==> src/rtl/wb_queue.sv <==
// wb_queue: in-order write-back buffer in front of the latch register file.
// Retires one entry per cycle onto registered rf_* outputs and forwards
// pending (not yet written) values to the two decode read ports.
`timescale 1ns/1ps

// Forwarding lookup for one read port: youngest pending match wins.
module wb_queue_fwd #(
  parameter int AW = 5,
  parameter int DW = 8,
  parameter int QW = 2
) (
  input  logic [(1<<QW)-1:0][AW+DW-1:0] q,
  input  logic [QW-1:0]                 rd_ptr,
  input  logic [QW:0]                   count,
  input  logic                          rf_write,
  input  logic [AW-1:0]                 rf_addr,
  input  logic [DW-1:0]                 rf_data,
  input  logic [AW-1:0]                 rd_addr,
  output logic                          hit,
  output logic [DW-1:0]                 data
);
  localparam int DEPTH = 1 << QW;

  logic [QW-1:0] idx;

  // Scan oldest to youngest so later (younger) matches override earlier ones;
  // the output register is older than every queue entry, so it goes first.
  always_comb begin
    hit  = 1'b0;
    data = '0;
    idx  = '0;
    if (rf_write && rf_addr == rd_addr) begin
      hit  = 1'b1;
      data = rf_data;
    end
    for (int k = 0; k < DEPTH; k++) begin
      idx = rd_ptr + QW'(k);
      if ((QW+1)'(k) < count && q[idx][AW+DW-1:DW] == rd_addr) begin
        hit  = 1'b1;
        data = q[idx][DW-1:0];
      end
    end
  end
endmodule

module wb_queue #(
  parameter int SIZE_ADDR_REG = 5,
  parameter int SIZE_REG      = 8,
  parameter int SIZE_ADDR_Q   = 2
) (
  input  logic                     clk,
  input  logic                     reset,
  input  logic                     in_valid,
  output logic                     in_ready,
  input  logic [SIZE_ADDR_REG-1:0] in_addr,
  input  logic [SIZE_REG-1:0]      in_data,
  input  logic                     rf_hold,
  output logic                     rf_write,
  output logic [SIZE_ADDR_REG-1:0] rf_addr,
  output logic [SIZE_REG-1:0]      rf_data,
  input  logic [SIZE_ADDR_REG-1:0] read_A,
  input  logic [SIZE_ADDR_REG-1:0] read_B,
  output logic                     fwd_hit_A,
  output logic                     fwd_hit_B,
  output logic [SIZE_REG-1:0]      fwd_data_A,
  output logic [SIZE_REG-1:0]      fwd_data_B,
  output logic [SIZE_ADDR_Q:0]     count
);
  localparam int DEPTH  = 1 << SIZE_ADDR_Q;
  localparam int NPORTS = 2;

  typedef struct packed {
    logic [SIZE_ADDR_REG-1:0] addr;
    logic [SIZE_REG-1:0]      data;
  } entry_t;

  entry_t [DEPTH-1:0]       mem;
  logic [SIZE_ADDR_Q-1:0]   wr_ptr, rd_ptr;
  logic                     push, pop;

  logic [NPORTS-1:0][SIZE_ADDR_REG-1:0] rd_addr;
  logic [NPORTS-1:0]                    fwd_hit;
  logic [NPORTS-1:0][SIZE_REG-1:0]      fwd_data;

  // Full/empty come from count alone; a same-cycle pop never frees a push slot.
  assign in_ready = (count < (SIZE_ADDR_Q+1)'(DEPTH));
  assign push     = in_valid & in_ready;
  assign pop      = (count != '0) & ~rf_hold;

  // Storage array carries no reset; only pointers and count define validity.
  always_ff @(posedge clk) begin
    if (!reset && push) mem[wr_ptr] <= '{addr: in_addr, data: in_data};
  end

  // Pointers, occupancy and the registered register-file write port.
  always_ff @(posedge clk) begin
    if (reset) begin
      wr_ptr   <= '0;
      rd_ptr   <= '0;
      count    <= '0;
      rf_write <= 1'b0;
      rf_addr  <= '0;
      rf_data  <= '0;
    end else begin
      if (push) wr_ptr <= wr_ptr + 1'b1;
      if (pop) begin
        rf_addr  <= mem[rd_ptr].addr;
        rf_data  <= mem[rd_ptr].data;
        rf_write <= 1'b1;
        rd_ptr   <= rd_ptr + 1'b1;
      end else begin
        rf_write <= 1'b0;
      end
      case ({push, pop})
        2'b10:   count <= count + 1'b1;
        2'b01:   count <= count - 1'b1;
        default: count <= count;
      endcase
    end
  end

  assign rd_addr = {read_B, read_A};

  for (genvar p = 0; p < NPORTS; p++) begin : g_fwd
    wb_queue_fwd #(.AW(SIZE_ADDR_REG), .DW(SIZE_REG), .QW(SIZE_ADDR_Q)) u_fwd (
      .q        (mem),
      .rd_ptr   (rd_ptr),
      .count    (count),
      .rf_write (rf_write),
      .rf_addr  (rf_addr),
      .rf_data  (rf_data),
      .rd_addr  (rd_addr[p]),
      .hit      (fwd_hit[p]),
      .data     (fwd_data[p])
    );
  end

  assign fwd_hit_A  = fwd_hit[0];
  assign fwd_hit_B  = fwd_hit[1];
  assign fwd_data_A = fwd_data[0];
  assign fwd_data_B = fwd_data[1];
endmodule
==> config.mk <==
export PLATFORM = sky130hd
export DESIGN_NAME = wb_queue
export DESIGN_NICKNAME = d
export VERILOG_FILES = /design/src/rtl/wb_queue.sv
export SDC_FILE = /design/constraint.sdc
export NUM_CORES = 1
export LEC_CHECK = 0
export ABC_AREA = 0
export CORE_AREA = 8 8 104 106
export DETAILED_ROUTE_END_ITERATION = 10
export DIE_AREA = 0 0 112 114
export DONT_BUFFER_PORTS = 1
export GPL_ROUTABILITY_DRIVEN = 0
export PLACE_DENSITY_LB_ADDON = 0.2
export SLEW_MARGIN = 20
export SYNTH_ARGS = -nofsm -noshare
export SYNTH_HDL_FRONTEND = slang
export SYNTH_SLANG_ARGS = --single-unit
==> constraint.sdc <==
create_clock -name clk -period 3.1 [get_ports clk]
set_input_delay 0.775 -clock clk [delete_from_list [all_inputs] [get_ports clk]]
set_output_delay 0.775 -clock clk [all_outputs]
set_load 0.01 [all_outputs]
=== Word-level counts from Yosys, hierarchy flattened ===
Cells that the tools add are included.
Widths: inputs -> output; s select.

* $lt $le $gt $ge: 11
* Eq/ne operators: 12
* $add $sub $neg: 6
* Muxes and demuxes: 33
* Bitwise operators: 3
* Reduce and logical (&&, ||, !) cells: 15

{| class="wikitable"
|+ Operators by type and width
! cell !! number
|-
| $bmux 13 s2 || 4
|-
| $mux 8 || 10
|-
| $mux 13 || 5
|-
| $bwmux 52 || 1
|-
| $eq 5x5->1 || 10
|-
| $demux 13 s2 || 1
|-
| $lt 2x3->1 const B || 5
|-
| $logic_and 1x1->1 || 12
|-
| $mux 1 || 11
|-
| $lt 1x3->1 const A || 2
|-
| $lt 2x3->1 const A || 2
|-
| $pmux 3 s2 || 1
|-
| $add 2x1->2 const B || 2
|-
| $add 2x2->2 const B || 2
|-
| $add 3x1->3 const B || 1
|-
| $lt 3x3->1 const B || 1
|-
| $reduce_bool 3->1 || 1
|-
| $sub 3x1->3 const B || 1
|-
| $and 1x1->1 || 2
|-
| $eq 2x1->1 const B || 1
|-
| $eq 2x2->1 const B || 1
|-
| $ge 2x1->1 const B || 1
|-
| $reduce_bool 2->1 || 1
|-
| $logic_not 1->1 || 1
|-
| $not 1->1 || 1
|}

* Register bits: 73
* Output and inout port bits: 36
* Input bits: 27
* Word-level logic and storage cells: 94

=== Logic depth before layout (Yosys ltp) ===
* Depth after elaboration: 8
* Gate-level depth with buffers: 10
* Mapped depth without buffers: 8

=== Cells and area by module ===
A second synthesis with hierarchy kept.

* Cells, all modules: 699
* Area total of the unflattened synthesis: 7109.3 um^2

{| class="wikitable"
|+ Modules (own cells, without submodules)
! module !! area each (um^2) !! cells an instance !! times used !! seq. area each (um^2)
|-
| wb_queue_fwd || 2162.1 || 274 || 2 || 0.0
|-
| wb_queue || 2785.2 || 151 || 1 || 1981.9
|}

=== Least setup slack after synthesis ===
Ideal clock, no wire load.

* Path type: input port to output port
* Start: input read_B[4]
* End: output fwd_data_B[7]
* Arrival time: 2400 ps
* Stages: 8
* Path slack: -75 ps
* Buffers on the path: 2
* Path through: clkbuf_1 > nor2b_1 > mux2_2 > and4_1 > o211ai_2 > nand2b_1 > clkbuf_2 > o221ai_1

* Longest elaborated chain between the ends: 7
* Elaborated cells between the ends (all ways): 15
* Classes of those cells: eq/ne (5); mux (5); reduce/logical (5)

{| class="wikitable"
|+ RTL lines
! element !! line !! text
|-
| start: declaration || 62 || <nowiki>input logic [SIZE_ADDR_REG-1:0] read_B,</nowiki>
|-
| $eq 5x5->1 || 32 || <nowiki>if (rf_write && rf_addr == rd_addr) begin</nowiki>
|-
| $logic_and 1x1->1 || 32 ||
|-
| $mux 8 || 32 ||
|-
| $mux 8 (3 in series) || 38 || <nowiki>if ((QW+1)'(k) < count && q[idx][AW+DW-1:DW] == rd_addr) begin</nowiki>
|-
| $mux 8 (*) || 38 ||
|-
| end: declaration || 66 || <nowiki>output logic [SIZE_REG-1:0] fwd_data_B,</nowiki>
|}

Mark *: on every way between the ends. The rest lies on a longest branch, timed or not.

=== Worst setup path after layout ===
* Start: register rd_ptr[0]
* End: output fwd_data_A[6]

* Longest elaborated chain between the ends: 8
* Elaborated cells between the ends (all ways): 23
* Classes of those cells: add/sub (3); eq/ne (4); mux (12); reduce/logical (4)

{| class="wikitable"
|+ RTL lines
! element !! line !! text
|-
| start: declaration || 78 || <nowiki>logic [SIZE_ADDR_Q-1:0] wr_ptr, rd_ptr;</nowiki>
|-
| start signal: assignment || 110 || <nowiki>rd_ptr <= rd_ptr + 1'b1;</nowiki>
|-
| $add 2x1->2 or $bmux 13 s2 (tied branches) || 37, 38, 40 ||
|-
| $bmux 13 s2 or $mux 13 (tied branches) || 38, 40 ||
|-
| $mux 13 (not written as such) or $eq 5x5->1 (tied branches) || 38 ||
|-
| $eq 5x5->1 or $logic_and 1x1->1 (tied branches) || 38 ||
|-
| $logic_and 1x1->1 or $mux 8 (tied branches) || 38 ||
|-
| $mux 8 (2 in series) || 38 ||
|-
| $mux 8 (*) || 38 ||
|-
| end: declaration || 65 || <nowiki>output logic [SIZE_REG-1:0] fwd_data_A,</nowiki>
|}

Mark *: on every way between the ends. The rest lies on a longest branch, timed or not. The select of a mux whose other input is x is not followed.

==> summary.md <==
| Metric | Value |
|---|---|
| Status | `finished, violations left` |
| Failing checks | `negative setup slack` |
| Via density | `between 6 and 7` |
| Final setup fails | `18` |
| Finished Layout Cells | `approximately 670` |
| Die area | `approximately 13000 sq um` |
| Top layer in use | `met4` |
| Worst Tran Pin Value | `about 0.57 ns` |
| Antenna violations before repair | `0` |
| H-Tree Depth | `3` |
| Mean Syn Cell Area | `between 10 and 15 sq um` |
| Cells after DPL | `645` |
| Worst vdd rail ir drop | `between 0.0002 and 0.0003 V` |
| Slew headroom | `between 60% and 70%` |
| Ys async rst share | `0%` |
| CP startpoint kind | `flop` |
| Crit Path Category | `flop to primary output` |
| Post-placement cell area | `5780 sq um` |
| Largest fanout on the critical path | `8` |
| Sequential share of the synthesized area | `between 30% and 40%` |
| HP Class | `input port to flop` |
| Sink Count | `73` |
| Worst Path Arrival | `2.84 ns` |
| DRT iter0 DRCs | `~420` |
| Reg clk slew, reported paths | `~0.10 ns` |
| FILL cells | `around 670` |
| Met1 WL | `between 6000 and 7000 microns` |
| Largest area contributor in the netlist | `edfxtp_1` |
| Pin count of the biggest net entering global routing | `42` |
| Max-cap viol count | `0` |
| Post-synth top flop | `edfxtp_1` |
| Final Hold Viols | `0` |
| Post-synth EDFFs | `52` |
| Post-detail-place hpwl | `about 11000 microns` |
| Vias in the first global route | `between 4000 and 5000` |
| FMAX | `~280 MHz` |
| Fin crit period | `around 3.6 ns` |
| Final wirelength | `between 10000 and 15000 microns` |
| N_diodes | `0` |
| Routed wl met3 | `1410 microns` |
| Worst setup EP type | `primary output` |
| I/O pins | `between 60 and 70` |
| Synthesized net count | `between 500 and 600` |
| Synth Warn # | `0` |
| Distinct cells, synth | `49` |
| Fraction of layout cells with a size suffix above 1 | `around 30%` |
| Period utilization | `117%` |
| Synthesis-stage register bit count | `between 70 and 80` |
| Post-synth top area share | `slightly below 30%` |
| Final nets | `around 590` |
| Pwr Density | `slightly above 600 nW/um^2` |
| Area growth syn-to-layout | `18.0%` |
| Clock root buffer master | `clkbuf_8` |
| Clock buffer depth | `2` |
| CORE AREA | `~9100 sq um` |
| Clock Latency Late Sink | `between 0.3 and 0.4 ns` |
| Max-slew violations | `0` |
| RSZ-0062 raised after global routing | `true` |
| Rows | `35` |
| Count of input and output buffers | `0` |
| WP data required | `between 2 and 2.5 ns` |
| Post-route antenna net violation count | `0` |
| Cells after synthesis | `just over 500` |
| Final std cell area, no fill | `about 6200 sq um` |
| Setup ws final | `-0.516 ns` |
| Clock Skews | `0.0174 ns` |
| Initial DRT Pass Iterations | `5` |
| Initial core utilization | `about 58%` |
| Via count | `4335` |
| GR Overflow Total | `0` |
| Num CTS Buffers | `9` |
| First-pass GRT wire length | `~23000 microns` |
| Dpl ws | `-0.268 ns` |
| Netlist Area Pre-Place | `about 5300 sq um` |
| P_leak | `around 0.0022 uW` |
| Ranking of synthesized cells by area | `edfxtp_1 29%, dfxtp_1 7.9%, xor2_1 6.0%` |
| Gr usage total | `between 20 and 25%` |
| Wire length per cell | `21.4 microns` |
| Die X | `around 110 microns` |
| Number of remaining DRC errors | `0` |
| Chip Height | `114 microns` |
| Met2 Wirelength | `approximately 6600 microns` |
| TritonCTS clock tree | `built` |
[routing by layer]
metal | GRT usage, % | up-vias
met3 | 6.18 | 36
met5 | 0 | -
met2 | 34.9 | 216
met4 | 8.81 | 0
met1 | 28.9 | 2082
li1 | - | 2001
[final cells by class]
type	instances	area (sq um)	area share, %
inverters	8	30.0	0.481
repair buffers	79	657	10.5
clock inverters	7	58.8	0.941
flip-flops and latches	73	1990	31.8
well taps	111	139	2.22
clock buffers	9	124	1.98
multi-input cells	385	3250	52.1
[synth_stat cells, drive strengths merged (8+ instances only)]
cell type	count
nor2b	10
xnor2	23
dfxtp	21
edfxtp	52
o221ai	14
xor2	36
o21ai	11
nor2	22
o31a	8
nand2	55
mux2	10
o211ai	19
mux4	19
nor3	13
and2	15
a21oi	35
nand4	11
mux2i	31
buf	18
clkbuf	24
a221oi	16
ha	9
[flip-flops by register name, summed over array words and instances, names as in the netlist]
register	flops
count	3
mem	52
rd_ptr	2
rf_addr	5
rf_data	8
rf_write	1
wr_ptr	2
[cells by family after synthesis]
group                    synth area share [%]
adder cells (fa/ha/maj)                  2.13
flip-flops                               37.4
XOR/XNOR                                 9.76
AND/OR/NAND/NOR                          14.2
buffers and inverters                    4.89
multiplexers                             16.7
AO/OA/AOI/OAI                            14.8
[per-stage QoR]
step	util, %	total power [uW]	hold slack (ns)	setup TNS (ns)
after floorplan	-	2440	0.504	-0.258
after global placement	63.5	2870	0.525	-2.33
after detailed placement	63.5	2920	0.532	-3.35
after CTS	67.6	3760	0.461	-7.75
after global routing	68.6	4020	0.464	-9.71
final	68.6	3810	0.474	-8.18
[worst paths after layout]
check	start	to	slack, ns	cells past startpoint
worst max-delay path	rd_ptr[0]	fwd_data_A[6]	-0.52	9
worst min-delay path	reset	rf_addr[0]	0.47	1
worst max register to register	count[0]	count[2]	0.76	7
worst min register to register	count[2]	count[2]	0.57	2
[critical path: stages (launching register included)]
cell and delay [ns]:
dfxtp_4 0.41, buf_8 0.14, mux4_2 0.57, xor2_1 0.19, nor4_4 0.25, buf_4 0.18
a21oi_4 0.12, a221oi_2 0.29, o221ai_1 0.16, buf_4 0.17
[where the power goes]
group / switching, uW / internal [uW] / total (uW)
clock: 416 / 305 / 721
sequential: 163 / 1160 / 1320
combinational: 1010 / 757 / 1760
total: 1590 / 2220 / 3810
[repair_timing]
item | 4_1_cts | 5_1_grt
gates resized for setup | 35 | 16
hold endpoints to repair | 0 | 0
cloned | 1 | 1
hold buffers | 0 | 0
buffers inserted | 9 | 1
endpoints found under the setup margin | 18 | 18
pin swaps | 22 | 9
[cell usage in the layout (no fill, tap or decap), types with 4 or more instances in the layout]
cell type / count
buf_4: 70
nand2_1: 54
edfxtp_1: 52
a21oi_1: 33
xor2_1: 32
mux2i_1: 31
xnor2_1: 22
nor2_1: 20
dfxtp_1: 19
o211ai_1: 18
mux4_2: 16
a221oi_2: 16
nor3_1: 13
and2_1: 13
nand4_1: 11
o221ai_1: 11
mux2_2: 10
o21ai_0: 10
nor2b_1: 10
ha_1: 9
clkbuf_8: 9
o31a_1: 8
inv_1: 7
buf_6: 5
xor2_2: 4
nand3_1: 4
(Power assumes the default switching activity.)
